==> config.mk <==
export PLATFORM = sky130hd
export DESIGN_NAME = i2c_master_arbiter
export DESIGN_NICKNAME = d
export VERILOG_FILES = /design/src/rtl/i2c_master_arbiter_pkg.sv /design/src/rtl/i2c_master_arbiter_rr_arbiter.sv /design/src/rtl/i2c_master_arbiter.sv
export SDC_FILE = /design/constraint.sdc
export NUM_CORES = 1
export LEC_CHECK = 0
export CAP_MARGIN = 15
export CORE_MARGIN = 8
export CORE_UTILIZATION = 45
export DETAILED_ROUTE_END_ITERATION = 6
export MAX_ROUTING_LAYER = met4
export PLACE_DENSITY_LB_ADDON = 0.25
export SLEW_MARGIN = 20
export SYNTH_ARGS = -nofsm -noshare
export SYNTH_HDL_FRONTEND = slang
export SYNTH_SLANG_ARGS = --single-unit
==> constraint.sdc <==
create_clock -name clk -period 3.9 [get_ports clk]
set_input_delay 0.585 -clock clk [delete_from_list [all_inputs] [get_ports clk]]
set_output_delay 0.585 -clock clk [all_outputs]
set_load 0.005 [all_outputs]
==> src/rtl/i2c_master_arbiter_pkg.sv <==
// Shared types for the I2C master arbiter: FSM states, default bus widths,
// and the single-byte command record.
package i2c_pkg;

  localparam int ADDR_WIDTH_DEF = 7;
  localparam int DATA_WIDTH_DEF = 8;

  typedef enum logic [1:0] {
    IDLE      = 2'd0,
    LAUNCH    = 2'd1,
    WAIT_DONE = 2'd2,
    RESP      = 2'd3
  } arb_state_t;

  typedef struct packed {
    logic [ADDR_WIDTH_DEF-1:0] addr;
    logic [DATA_WIDTH_DEF-1:0] data;
    logic                      rw;
  } i2c_cmd_t;

endpackage

==> src/rtl/i2c_master_arbiter_rr_arbiter.sv <==
// Combinational round-robin pick: first asserted request at rr_ptr,
// rr_ptr+1, ... wrapping at NUM_REQ by explicit compare.
module i2c_rr_arbiter #(
  parameter int NUM_REQ = 4,
  parameter int IDW     = $clog2(NUM_REQ)
) (
  input  logic [NUM_REQ-1:0] i_req,
  input  logic [IDW-1:0]     i_rr_ptr,
  output logic               o_found,
  output logic [IDW-1:0]     o_winner
);

  always_comb begin
    o_found  = 1'b0;
    o_winner = '0;
    // Scan farthest-first so the candidate nearest rr_ptr is written last.
    for (int k = NUM_REQ - 1; k >= 0; k--) begin
      int            w_sum;
      logic [IDW-1:0] w_idx;
      w_sum = int'(i_rr_ptr) + k;
      if (w_sum >= NUM_REQ) w_sum = w_sum - NUM_REQ;
      w_idx = IDW'(w_sum);
      if (i_req[w_idx]) begin
        o_found  = 1'b1;
        o_winner = w_idx;
      end
    end
  end

endmodule

==> src/rtl/i2c_master_arbiter.sv <==
// Round-robin sharing of one I2C master between NUM_REQ requesters; each
// command is one byte, always closed with STOP, with a per-transaction timeout.
//   state     | meaning
//   IDLE      | waiting for a request while the master is ready
//   LAUNCH    | m_enable high until the master leaves its idle state
//   WAIT_DONE | m_enable low so the master stops; wait for ready again
//   RESP      | one-cycle rsp_valid to the owner, advance rr_ptr
module i2c_master_arbiter
  import i2c_pkg::*;
#(
  parameter int NUM_REQ        = 4,
  parameter int ADDR_WIDTH     = ADDR_WIDTH_DEF,
  parameter int DATA_WIDTH     = DATA_WIDTH_DEF,
  parameter int TIMEOUT_CYCLES = 4096
) (
  input  logic                           clk,
  input  logic                           rst,
  input  logic [NUM_REQ-1:0]             req_valid,
  output logic [NUM_REQ-1:0]             req_ready,
  input  logic [NUM_REQ*ADDR_WIDTH-1:0]  req_addr,
  input  logic [NUM_REQ*DATA_WIDTH-1:0]  req_data,
  input  logic [NUM_REQ-1:0]             req_rw,
  output logic [NUM_REQ-1:0]             rsp_valid,
  output logic [DATA_WIDTH-1:0]          rsp_data,
  output logic                           rsp_timeout,
  output logic                           busy,
  output logic [$clog2(NUM_REQ)-1:0]     grant_id,
  output logic [ADDR_WIDTH-1:0]          m_address,
  output logic [DATA_WIDTH-1:0]          m_data_in,
  output logic                           m_rw,
  output logic                           m_enable,
  input  logic [DATA_WIDTH-1:0]          m_data_out,
  input  logic                           m_ready
);

  localparam int IDW  = $clog2(NUM_REQ);
  localparam int CNTW = $clog2(TIMEOUT_CYCLES);

  arb_state_t            r_state, w_next;
  logic [IDW-1:0]        r_rr_ptr, r_grant_id;
  logic [CNTW-1:0]       r_cnt;
  logic                  r_to_flag;
  logic [DATA_WIDTH-1:0] r_rsp_data;
  logic [ADDR_WIDTH-1:0] r_addr;
  logic [DATA_WIDTH-1:0] r_data_in;
  logic                  r_rw;
  logic                  w_found;
  logic [IDW-1:0]        w_winner;
  logic                  w_grant;
  logic                  w_active;
  logic                  w_timeout;

  i2c_rr_arbiter #(.NUM_REQ(NUM_REQ), .IDW(IDW)) u_rr (
    .i_req    (req_valid),
    .i_rr_ptr (r_rr_ptr),
    .o_found  (w_found),
    .o_winner (w_winner)
  );

  // rst gate keeps req_ready low while reset is held with requests pending.
  assign w_grant   = (r_state == IDLE) && w_found && m_ready && !rst;
  assign w_active  = (r_state == LAUNCH) || (r_state == WAIT_DONE);
  assign w_timeout = w_active && (r_cnt == CNTW'(TIMEOUT_CYCLES - 1));

  always_ff @(posedge clk or posedge rst) begin
    if (rst) r_state <= IDLE;
    else     r_state <= w_next;
  end

  always_comb begin
    w_next = r_state;
    case (r_state)
      IDLE:      if (w_grant) w_next = LAUNCH;
      LAUNCH:    if (w_timeout) w_next = RESP;
                 else if (!m_ready) w_next = WAIT_DONE;
      WAIT_DONE: if (w_timeout || m_ready) w_next = RESP;
      RESP:      w_next = IDLE;
      default:   w_next = IDLE;
    endcase
  end

  always_comb begin
    req_ready   = '0;
    rsp_valid   = '0;
    rsp_timeout = 1'b0;
    m_enable    = 1'b0;
    busy        = (r_state != IDLE);
    case (r_state)
      IDLE:   if (w_grant) req_ready[w_winner] = 1'b1;
      LAUNCH: m_enable = !w_timeout;
      RESP: begin
        rsp_valid[r_grant_id] = 1'b1;
        rsp_timeout           = r_to_flag;
      end
      default: ;
    endcase
  end

  always_ff @(posedge clk or posedge rst) begin
    if (rst) begin
      r_rr_ptr   <= '0;
      r_grant_id <= '0;
      r_cnt      <= '0;
      r_to_flag  <= 1'b0;
      r_rsp_data <= '0;
      r_addr     <= '0;
      r_data_in  <= '0;
      r_rw       <= 1'b0;
    end else begin
      if (w_grant) begin
        r_addr     <= req_addr[int'(w_winner)*ADDR_WIDTH +: ADDR_WIDTH];
        r_data_in  <= req_data[int'(w_winner)*DATA_WIDTH +: DATA_WIDTH];
        r_rw       <= req_rw[w_winner];
        r_grant_id <= w_winner;
        r_cnt      <= '0;
        r_to_flag  <= 1'b0;
      end
      if (w_active) begin
        if (w_timeout) begin
          r_to_flag  <= 1'b1;
          r_rsp_data <= '0;
        end else begin
          r_cnt <= r_cnt + 1'b1;
          if ((r_state == WAIT_DONE) && m_ready) r_rsp_data <= m_data_out;
        end
      end
      if (r_state == RESP) begin
        r_rr_ptr  <= (r_grant_id == IDW'(NUM_REQ - 1)) ? '0 : r_grant_id + 1'b1;
        r_to_flag <= 1'b0;
      end
    end
  end

  assign rsp_data  = r_rsp_data;
  assign grant_id  = r_grant_id;
  assign m_address = r_addr;
  assign m_data_in = r_data_in;
  assign m_rw      = r_rw;

endmodule

==> results.json, run 1 <==
{
  "number_of_buffers_inserted_during_clock_tree_synthesis": 5,
  "netlist-cell-type-count": 45,
  "post_synthesis_average_cell_area_um2": 9.06,
  "diodes": 0,
  "most-common-layout-cells": "115 x sky130_fd_sc_hd__clkdlybuf4s50_1, 45 x sky130_fd_sc_hd__nand2_1, 43 x sky130_fd_sc_hd__dfrtp_1, 20 x sky130_fd_sc_hd__nor2_1",
  "number_of_global_route_vias_before_repair": 2834,
  "design.final.nets": 484,
  "number_of_failing_setup_endpoints_in_the_final_timing_report": 0,
  "slew-limit-headroom_pct": 50.6,
  "wl_per_cell_um": 18.9,
  "mappedNetlistArea_um2": 2600,
  "power.density_cell_area_nw_per_um2": 605,
  "worstSetupPathType": "reg -> out",
  "setup.worst_path.start_class": "flip-flop",
  "tritoncts": "done",
  "max_cap_viol_count": 0,
  "finalWeightedCongestion": 0.884,
  "cts_h_tree_lvls": 2,
  "drive_gt1_share_pct": 5.54,
  "seq_area_frac_synth_pct": 41.4,
  "timing_worst_slew_pin_value_ns": 0.737,
  "leakage_nw": 1.59,
  "cts.sinks": 43,
  "antenna_found_initial": 0,
  "rsz_0062_raised_after_global_routing": "false",
  "core_region_area_um2": 5540,
  "drt_first_pass_iters": 4,
  "yosys.area.top_type_share_pct": 41.4,
  "die_width_um": 92.0,
  "grt_pass1_wl_um": 14100,
  "cts_root_buf": "sky130_fd_sc_hd__clkbuf_8",
  "grt-ovfl-total": 0,
  "timing.final.hold_violations": 0,
  "clk_latency_ns": 0.30,
  "route.detailed.drc": 0,
  "clock_skew_ns": 0.0155,
  "max_freq_mhz": 315,
  "port_buffers": 115,
  "postRouteWirelength_um": 8850,
  "vertical_die_dimension_um": 92.0,
  "finalSetupTns_ns": 0,
  "layout_commonest_cell": "sky130_fd_sc_hd__clkdlybuf4s50_1",
  "detailedPlace.worstSlack_ns": 0.841,
  "fin_ws_ns": 0.729,
  "setup.worst_path.end_class": "output pin",
  "rows": 27,
  "vdd.ir_drop.worst_uv": 327,
  "cts-root-to-sink-buffers": 2,
  "critical_path.slowest_cell": "sky130_fd_sc_hd__nor4_1",
  "area_growth_pct": 51.7,
  "timing.critical_path.fanout_max": 5,
  "synth_top_area_cell": "sky130_fd_sc_hd__dfrtp_1",
  "maximum_number_of_pins_on_one_net_before_global_route_repair": 33,
  "ys_warn_count": 0,
  "postSynthNetCount": 375,
  "timing.final.crit_share_pct": 81.3,
  "netlist_top_cells_area": "sky130_fd_sc_hd__dfrtp_1 41%, sky130_fd_sc_hd__nand2_1 6.5%, sky130_fd_sc_hd__a2111oi_0 5.4%",
  "critical-path-max-stage-delay_ns": 0.59,
  "detailed_place_hpwl_um": 6630,
  "worstPathRequired_ns": 3.31,
  "drt-vias-per-instance": 5.80,
  "final_max_slew_viol_count": 0,
  "postCtsSetupRepairBufs": 0,
  "ios": 116,
  "final_period_minus_worst_setup_slack_ns": 3.17,
  "cts_repair_resize_count": 0,
  "outcome": "complete, no violations",
  "initial_core_util_pct": 46.9,
  "synth-seq-cells": 43,
  "area_of_the_die_um2": 8470,
  "route.antenna.remaining_nets": 0,
  "grtUsageTotal_pct": 21.0,
  "postCtsHoldBufs": 0,
  "vias": 2718,
  "worstPathArrival_ns": 2.59,
  "hold_path_class": "reg -> reg",
  "worst_setup_hold_path_clk_slew_ns": 0.08,
  "timing.critical_path.cells": "ha_1 > nand3_2 > nor4_1 > nand2_1 > and2_1 > clkdlybuf4s50_1",
  "initialDrtViolationCount": 194,
  "synthCells": 287
}
[state kept, by name (all words and copies together) (netlist names), 2 cells and up]
| register | flops |
|---|---|
| grant_id | 2 |
| m_address | 7 |
| m_data_in | 8 |
| r_cnt | 12 |
| r_rr_ptr | 2 |
| r_state | 2 |
| rsp_data | 8 |
[worst paths after layout]
| check | depth (start not counted) | from | slack, ns | end |
|---|---|---|---|---|
| max reg2reg | 7 | r_state[0] | 1.51 | m_data_in[4] |
| min in group asynchronous | 2 | rst | 0.74 | m_address[5] |
| min | 1 | rsp_data[6] | 0.51 | rsp_data[6] |
| min reg2reg | 1 | rsp_data[6] | 0.51 | rsp_data[6] |
| max in group asynchronous | 3 | rst | 2.42 | m_data_in[7] |
| max | 6 | r_cnt[0] | 0.73 | m_enable |
[stage by stage]
stage	instance area [um2]	hold WS (ns)	total power [mW]	cells	utilization (%)
after floorplan	2600	0.489	1.41	287	-
after global placement	3810	0.482	1.94	461	68.8
after detailed placement	3810	0.484	1.99	461	68.8
after CTS	3950	0.508	2.40	469	71.2
after global routing	3950	0.530	2.57	469	71.2
final	3950	0.506	2.39	469	71.2
[critical path, delay by kind of cell, from the launching register on]
family,cells,cell delay [ns]
adders and majority gates,1,0.24
DFF,1,0.41
and+or+nand+nor,4,1.17
buffers and inverters,1,0.46
[synthesized netlist by cell type (all sizes together)]
library cell,number
and4,1
a32o,1
nor3,5
nor3b,2
nand4,2
nor4,3
o221ai,1
buf,9
and3,5
a2111oi,16
a31oi,1
a22o,10
a21boi,16
clkbuf,12
o21ai,8
a31o,3
a311oi,16
or3,1
xor2,2
mux2,2
o41ai,1
nand3,10
o211ai,1
xnor2,4
and2,9
or4,2
mux2i,2
o22ai,4
a21oi,6
nor2,20
inv,10
ha,9
dfrtp,43
a21o,1
o2bb2ai,1
nand2,46
o21a,2
[cell families (layout without fill, tap and decap cells)]
logic type	Yosys count	in the layout	share of synthesized area, %
adders and majority gates	9	9	4.33
buffers and inverters	31	141	5.05
xor gates and xnor gates	6	6	2.02
AOI/OAI and AO/OA	88	88	26.4
DFF	43	43	41.4
muxes	4	4	1.64
and+or+nand+nor	106	106	19.2
[layout make-up]
class / count / area (um2)
clock buffers: 6 / 72.6
clock inverters: 2 / 60.1
fillers: 444 / 1600
inverters: 10 / 37.5
multi-input cells: 213 / 1400
flip-flops and latches: 43 / 1080
well taps: 72 / 90.1
repair buffers: 123 / 1210
[layer usage]
layer	GRT usage, %	part of all wire, %
met1	25.4	44
met2	34.4	49
met3	4.89	5.3
met4	5.23	2.4
met5	-	0
[power breakdown]
| group | internal [mW] | leakage (nW) | switching (mW) |
|---|---|---|---|
| Combinational | 0.629 | 0.993 | 0.567 |
| Clock | 0.256 | 0.0654 | 0.153 |
| Sequential | 0.633 | 0.530 | 0.150 |
No activity file was read; power rests on OpenSTA's default activity.
==> inputs of run 2 (changes only) <==
--- a/config.mk
+++ b/config.mk
@@ -7,7 +7,7 @@
 export LEC_CHECK = 0
 export CAP_MARGIN = 15
 export CORE_MARGIN = 8
-export CORE_UTILIZATION = 45
+export CORE_UTILIZATION = 38
 export DETAILED_ROUTE_END_ITERATION = 6
 export MAX_ROUTING_LAYER = met4
 export PLACE_DENSITY_LB_ADDON = 0.25
==> constraint.sdc (replaced) <==
create_clock -name clk -period 2.9 [get_ports clk]
set_input_delay 0.435 -clock clk [delete_from_list [all_inputs] [get_ports clk]]
set_output_delay 0.435 -clock clk [all_outputs]
set_load 0.005 [all_outputs]
==> results.json, run 2 (same netlist as run 1, synthesis figures left out) <==
{
  "cts_root_buf": "sky130_fd_sc_hd__clkbuf_8",
  "tritoncts": "done",
  "drt_first_pass_iters": 4,
  "number_of_global_route_vias_before_repair": 2658,
  "postRouteWirelength_um": 8460,
  "vdd.ir_drop.worst_uv": 345,
  "worstPathArrival_ns": 2.36,
  "cts_repair_resize_count": 2,
  "grt-ovfl-total": 0,
  "rsz_0062_raised_after_global_routing": "false",
  "rows": 30,
  "grt_pass1_wl_um": 13600,
  "maximum_number_of_pins_on_one_net_before_global_route_repair": 25,
  "cts.sinks": 43,
  "worst_setup_hold_path_clk_slew_ns": 0.09,
  "number_of_failing_setup_endpoints_in_the_final_timing_report": 0,
  "detailed_place_hpwl_um": 6370,
  "most-common-layout-cells": "115 x sky130_fd_sc_hd__clkdlybuf4s50_1, 45 x sky130_fd_sc_hd__nand2_1, 43 x sky130_fd_sc_hd__dfrtp_1, 20 x sky130_fd_sc_hd__nor2_1",
  "initial_core_util_pct": 38.7,
  "vertical_die_dimension_um": 98.7,
  "drt-vias-per-instance": 5.62,
  "postCtsHoldBufs": 0,
  "cts-root-to-sink-buffers": 2,
  "final_period_minus_worst_setup_slack_ns": 2.79,
  "timing.critical_path.fanout_max": 22,
  "top_register": "r_cnt",
  "outcome": "complete, no violations",
  "design.final.nets": 490,
  "hold_path_class": "reg -> reg",
  "clk_latency_ns": 0.31,
  "clock_skew_ns": 0.00941,
  "worstPathRequired_ns": 2.47,
  "initialDrtViolationCount": 141,
  "ios": 116,
  "route.antenna.remaining_nets": 0,
  "cts_h_tree_lvls": 2,
  "drive_gt1_share_pct": 8.68,
  "grtUsageTotal_pct": 17.7,
  "setup.worst_path.end_class": "output pin",
  "layout_commonest_cell": "sky130_fd_sc_hd__clkdlybuf4s50_1",
  "postCtsSetupRepairBufs": 0,
  "route.detailed.drc": 0,
  "core_region_area_um2": 6720,
  "antenna_found_initial": 0,
  "leakage_nw": 1.62,
  "wl_per_cell_um": 17.5,
  "worstSetupPathType": "in -> out",
  "slew-limit-headroom_pct": 54.7,
  "timing.final.hold_violations": 0,
  "setup.worst_path.start_class": "primary input",
  "finalSetupTns_ns": 0,
  "final_max_slew_viol_count": 0,
  "number_of_buffers_inserted_during_clock_tree_synthesis": 5,
  "vias": 2716,
  "largest_reg_flops": 12,
  "power.density_cell_area_nw_per_um2": 785,
  "finalWeightedCongestion": 0.844,
  "area_of_the_die_um2": 9740,
  "die_width_um": 98.7,
  "timing.final.crit_share_pct": 96.2,
  "area_growth_pct": 54.2,
  "timing_worst_slew_pin_value_ns": 0.679,
  "diodes": 0,
  "max_cap_viol_count": 0,
  "port_buffers": 115,
  "post-route-util_pct": 59.7,
  "max_freq_mhz": 358
}
## run 2: changes by cell type in the layout (fill, tap and decap cells not counted), moves of 2 or more
cell	change
sky130_fd_sc_hd__bufinv_16	-2
sky130_fd_sc_hd__inv_2	+2
sky130_fd_sc_hd__buf_4	+5
sky130_fd_sc_hd__clkinvlp_4	+2
## run 2: area by class of cell
| cell class | count | area (um2) |
|---|---|---|
| clock inverter | 3 | 23.8 |
| inverter | 10 | 37.5 |
| multi-input combinational | 213 | 1440 |
| fill | 597 | 2710 |
| timing repair buffer | 129 | 1270 |
| clock buffer | 5 | 68.8 |
| tap | 80 | 100 |
| sequential | 43 | 1080 |
## run 2: per-stage QoR
step / total power, mW / hold WS [ns] / std cells / area [um2] / setup slack [ns]
2_1_floorplan: 1.90 / 0.489 / 287 / 2600 / 0.712
3_3_place_gp: 2.68 / 0.482 / 475 / 3880 / 0.155
3_5_place_dp: 2.73 / 0.482 / 475 / 3880 / 0.134
4_1_cts: 3.15 / 0.514 / 483 / 3980 / 0.0467
5_1_grt: 3.40 / 0.520 / 483 / 4010 / 0.00569
6_report: 3.15 / 0.507 / 483 / 4010 / 0.109
## run 2: worst paths after layout
| check | startpoint | to | slack [ns] | cells after the start |
|---|---|---|---|---|
| min | rsp_data[7] | rsp_data[7] | 0.51 | 1 |
| min reg2reg | rsp_data[7] | rsp_data[7] | 0.51 | 1 |
| max reg2reg | r_state[1] | m_address[2] | 0.48 | 7 |
| min in group asynchronous | rst | m_rw | 0.58 | 2 |
| max in group asynchronous | rst | r_cnt[9] | 1.74 | 3 |
| max | req_valid[0] | req_ready[1] | 0.11 | 7 |
## run 2: worst max-delay path, cell delays in order
cell,delay (ns)
sky130_fd_sc_hd__clkdlybuf4s50_1,0.54
sky130_fd_sc_hd__a21oi_1,0.09
sky130_fd_sc_hd__o21a_1,0.17
sky130_fd_sc_hd__o22ai_1,0.26
sky130_fd_sc_hd__buf_12,0.20
sky130_fd_sc_hd__and3_1,0.17
sky130_fd_sc_hd__clkdlybuf4s50_1,0.50
## run 2: layer usage
layer | wire (um) | up-vias | GRT usage (%) | part of all wire (%)
met5 | 0 | - | - | 0
met4 | 123 | 0 | 4.96 | 1.5
met3 | 376 | 7 | 3.45 | 4.4
met2 | 4360 | 92 | 29.4 | 52
met1 | 3600 | 1321 | 21.4 | 43
li1 | - | 1296 | - | -
## run 2: power by group
group | leakage [nW] | total (mW) | switching [mW] | internal (mW)
combinational | 1.05 | 1.70 | 0.791 | 0.907
clock | 0.0408 | 0.401 | 0.228 | 0.172
sequential | 0.530 | 1.05 | 0.199 | 0.851
==> inputs of run 3 (changes only) <==
--- a/config.mk
+++ b/config.mk
@@ -5,9 +5,10 @@
 export SDC_FILE = /design/constraint.sdc
 export NUM_CORES = 1
 export LEC_CHECK = 0
+export ABC_AREA = 1
 export CAP_MARGIN = 15
 export CORE_MARGIN = 8
-export CORE_UTILIZATION = 38
+export CORE_UTILIZATION = 40
 export DETAILED_ROUTE_END_ITERATION = 6
 export MAX_ROUTING_LAYER = met4
 export PLACE_DENSITY_LB_ADDON = 0.25
==> results.json, run 3 <==
{
  "worstPathRequired_ns": 2.47,
  "maximum_number_of_pins_on_one_net_before_global_route_repair": 44,
  "area_of_the_die_um2": 10400,
  "synthCells": 462,
  "detailed_place_hpwl_um": 6840,
  "worstPathArrival_ns": 2.20,
  "synth-xor-area-share_pct": 0,
  "synth-seq-cells": 43,
  "number_of_buffers_inserted_during_clock_tree_synthesis": 5,
  "worstHoldStart": "m_address[4]",
  "layout_commonest_cell": "sky130_fd_sc_hd__nand2_1",
  "grt-ovfl-total": 0,
  "drt_first_pass_iters": 4,
  "timing.critical_path.fanout_max": 4,
  "vdd.ir_drop.worst_uv": 596,
  "slew-limit-headroom_pct": 43.3,
  "detailedPlace.worstSlack_ns": 0.0768,
  "area_growth_pct": 48.6,
  "adder_cell_area_share_of_the_yosys_netlist_pct": 3.80,
  "fin_ws_ns": 0.261,
  "finalWeightedCongestion": 0.905,
  "synth_simple_gate_area_share_pct": 44.8,
  "postRouteWirelength_um": 9020,
  "synth_top_area_cell": "sky130_fd_sc_hd__dfrtp_1",
  "netlist-cell-type-count": 24,
  "postCtsHoldBufs": 0,
  "mappedNetlistArea_um2": 2970,
  "final_max_slew_viol_count": 0,
  "vertical_die_dimension_um": 102,
  "worstSetupPathType": "reg -> out",
  "leakage_nw": 2.29,
  "cts.sinks": 43,
  "rows": 31,
  "route.detailed.drc": 0,
  "initial_core_util_pct": 41.1,
  "timing.final.crit_share_pct": 91.0,
  "worst_setup_hold_path_clk_slew_ns": 0.08,
  "clock_skew_ns": 0.00806,
  "initialDrtViolationCount": 178,
  "hold_path_class": "reg -> reg",
  "synth_most_common_cell": "sky130_fd_sc_hd__nand2_1",
  "largest_reg_flops": 12,
  "die_width_um": 102,
  "tritoncts": "done",
  "outcome": "complete, no violations",
  "timing.final.hold_violations": 0,
  "cts_h_tree_lvls": 2,
  "top_register": "r_cnt",
  "startpoint_of_the_worst_register_to_register_path": "r_state[0]",
  "route.antenna.remaining_nets": 0,
  "cts-root-to-sink-buffers": 2,
  "antenna_found_initial": 0,
  "synthFlopType": "sky130_fd_sc_hd__dfrtp_1",
  "yosys.area.top_type_share_pct": 36.3,
  "wl_per_cell_um": 13.3,
  "synth_top_family_by_area": "simple AND/OR/NAND/NOR gates",
  "diodes": 0,
  "setup.worst_path.start_class": "flip-flop",
  "postSynthNetCount": 550,
  "ios": 116,
  "number_of_failing_setup_endpoints_in_the_final_timing_report": 0,
  "port_buffers": 115,
  "yosys-top-cells-count": "217 x sky130_fd_sc_hd__nand2_1, 59 x sky130_fd_sc_hd__nand3_1, 43 x sky130_fd_sc_hd__dfrtp_1",
  "vias": 3291,
  "cell_count_of_the_worst_reg_to_reg_path": 7,
  "post_synthesis_average_cell_area_um2": 6.42,
  "number_of_enable_flip_flop_cells_after_synthesis": 0,
  "final_period_minus_worst_setup_slack_ns": 2.64,
  "finalSetupTns_ns": 0,
  "seq_area_frac_synth_pct": 36.3,
  "most-common-layout-cells": "215 x sky130_fd_sc_hd__nand2_1, 111 x sky130_fd_sc_hd__clkdlybuf4s50_1, 58 x sky130_fd_sc_hd__nand3_1, 42 x sky130_fd_sc_hd__dfrtp_1, 33 x sky130_fd_sc_hd__inv_1",
  "setup.worst_path.end_class": "output pin",
  "drt-vias-per-instance": 4.84,
  "yosys-mux-area-fraction_pct": 0,
  "core_region_area_um2": 7210,
  "timing_worst_slew_pin_value_ns": 0.846,
  "drive_gt1_share_pct": 8.95,
  "ys_warn_count": 0,
  "number_of_global_route_vias_before_repair": 3172,
  "power.density_cell_area_nw_per_um2": 1050,
  "whs_path_depth": 2,
  "worst_r2r_endpoint": "r_cnt[9]",
  "grt_pass1_wl_um": 14700,
  "reg2reg_slack_ns": 0.69,
  "netlist_top_cells_area": "sky130_fd_sc_hd__dfrtp_1 36%, sky130_fd_sc_hd__nand2_1 27%, sky130_fd_sc_hd__nand3_1 10%",
  "synth_compound_gate_area_share_pct": 5.95,
  "ys_async_sr_fraction_pct": 100,
  "max_freq_mhz": 379,
  "design.final.nets": 668,
  "grtUsageTotal_pct": 18.2,
  "clk_latency_ns": 0.30,
  "hold_path_endpoint": "m_address[4]",
  "max_cap_viol_count": 0,
  "rsz_0062_raised_after_global_routing": "false",
  "cts_root_buf": "sky130_fd_sc_hd__clkbuf_8"
}
==> run 3: cell types whose count changed after synthesis, sizes merged, moves of 5 or more <==
cell     delta
a2111oi    -16
a21boi     -16
a21oi       +5
a22o       -10
a311oi     -16
and2        -9
and3        -5
buf         +7
clkbuf     -10
inv        +32
nand2     +184
nand3      +49
o21ai      +12
==> run 3: cell families after synthesis <==
kind of cell,count (synthesis)
adder cells (fa/ha/maj),9
buffers and inverters,61
flip-flops,43
AO/OA/AOI/OAI,33
AND/OR/NAND/NOR,316
==> run 3: how the worst max path moves through the flow <==
stage | end | start | depth (start not counted) | slack, ns
final | m_enable | r_cnt[0] | 9 | 0.26
after global routing | m_enable | r_cnt[0] | 9 | 0.05
after CTS | req_ready[3] | r_rr_ptr[0] | 12 | 0.0003
after detailed placement | req_ready[3] | req_valid[1] | 12 | 0.08
after global placement | req_ready[1] | req_valid[1] | 12 | 0.17
after floorplan | req_ready[1] | rst | 6 | 0.30
==> run 3: layer usage <==
layer / GRT usage [%] / routed length (um) / up-vias
met4: 4.51 / 162 / 0
met5: - / 0 / -
met1: 21.1 / 3840 / 1505
met2: 30.8 / 4490 / 94
li1: - / - / 1675
met3: 4.36 / 520 / 17
==> run 3: timing repair <==
item / in CTS / in global routing
setup buffers: 0 / 4
gates resized for setup: 1 / 11
pin swaps: 0 / 1
setup endpoints to repair: 4 / 5
==> run 3: area by class of cell <==
type | count | area, um2
flip-flops and latches | 43 | 1080
well taps | 99 | 124
repair buffers | 129 | 1280
clock inverters | 2 | 60.1
multi-input cells | 358 | 1630
fillers | 688 | 2810
inverters | 43 | 164
clock buffers | 6 | 72.6
==> run 3: stage by stage <==
stage / instance area, um2 / hold WS [ns] / util (%) / cells / power [mW]
finish: 4410 / 0.482 / 61.1 / 680 / 4.64
global placement: 4210 / 0.466 / 58.3 / 668 / 3.95
global route: 4410 / 0.505 / 61.1 / 680 / 5.16
detailed placement: 4210 / 0.465 / 58.3 / 668 / 4.02
CTS: 4340 / 0.486 / 60.2 / 676 / 4.60
floorplan: 2970 / 0.472 / - / 462 / 3.10
==> run 3: critical path, cell delays in order (launching register included) <==
cell	delay (ns)
sky130_fd_sc_hd__dfrtp_1	0.40
sky130_fd_sc_hd__ha_1	0.19
sky130_fd_sc_hd__nand2_1	0.07
sky130_fd_sc_hd__inv_2	0.07
sky130_fd_sc_hd__nand2_1	0.10
sky130_fd_sc_hd__nor3_1	0.22
sky130_fd_sc_hd__nand2_1	0.14
sky130_fd_sc_hd__nor2_2	0.17
sky130_fd_sc_hd__nor2_1	0.08
sky130_fd_sc_hd__clkdlybuf4s50_1	0.47
==> run 3: report_power, final <==
part | internal, mW | total, mW | switching, mW
logic | 1.22 | 3.03 | 1.81
registers | 0.855 | 1.06 | 0.206
clock network | 0.344 | 0.549 | 0.205
total | 2.42 | 4.64 | 2.22
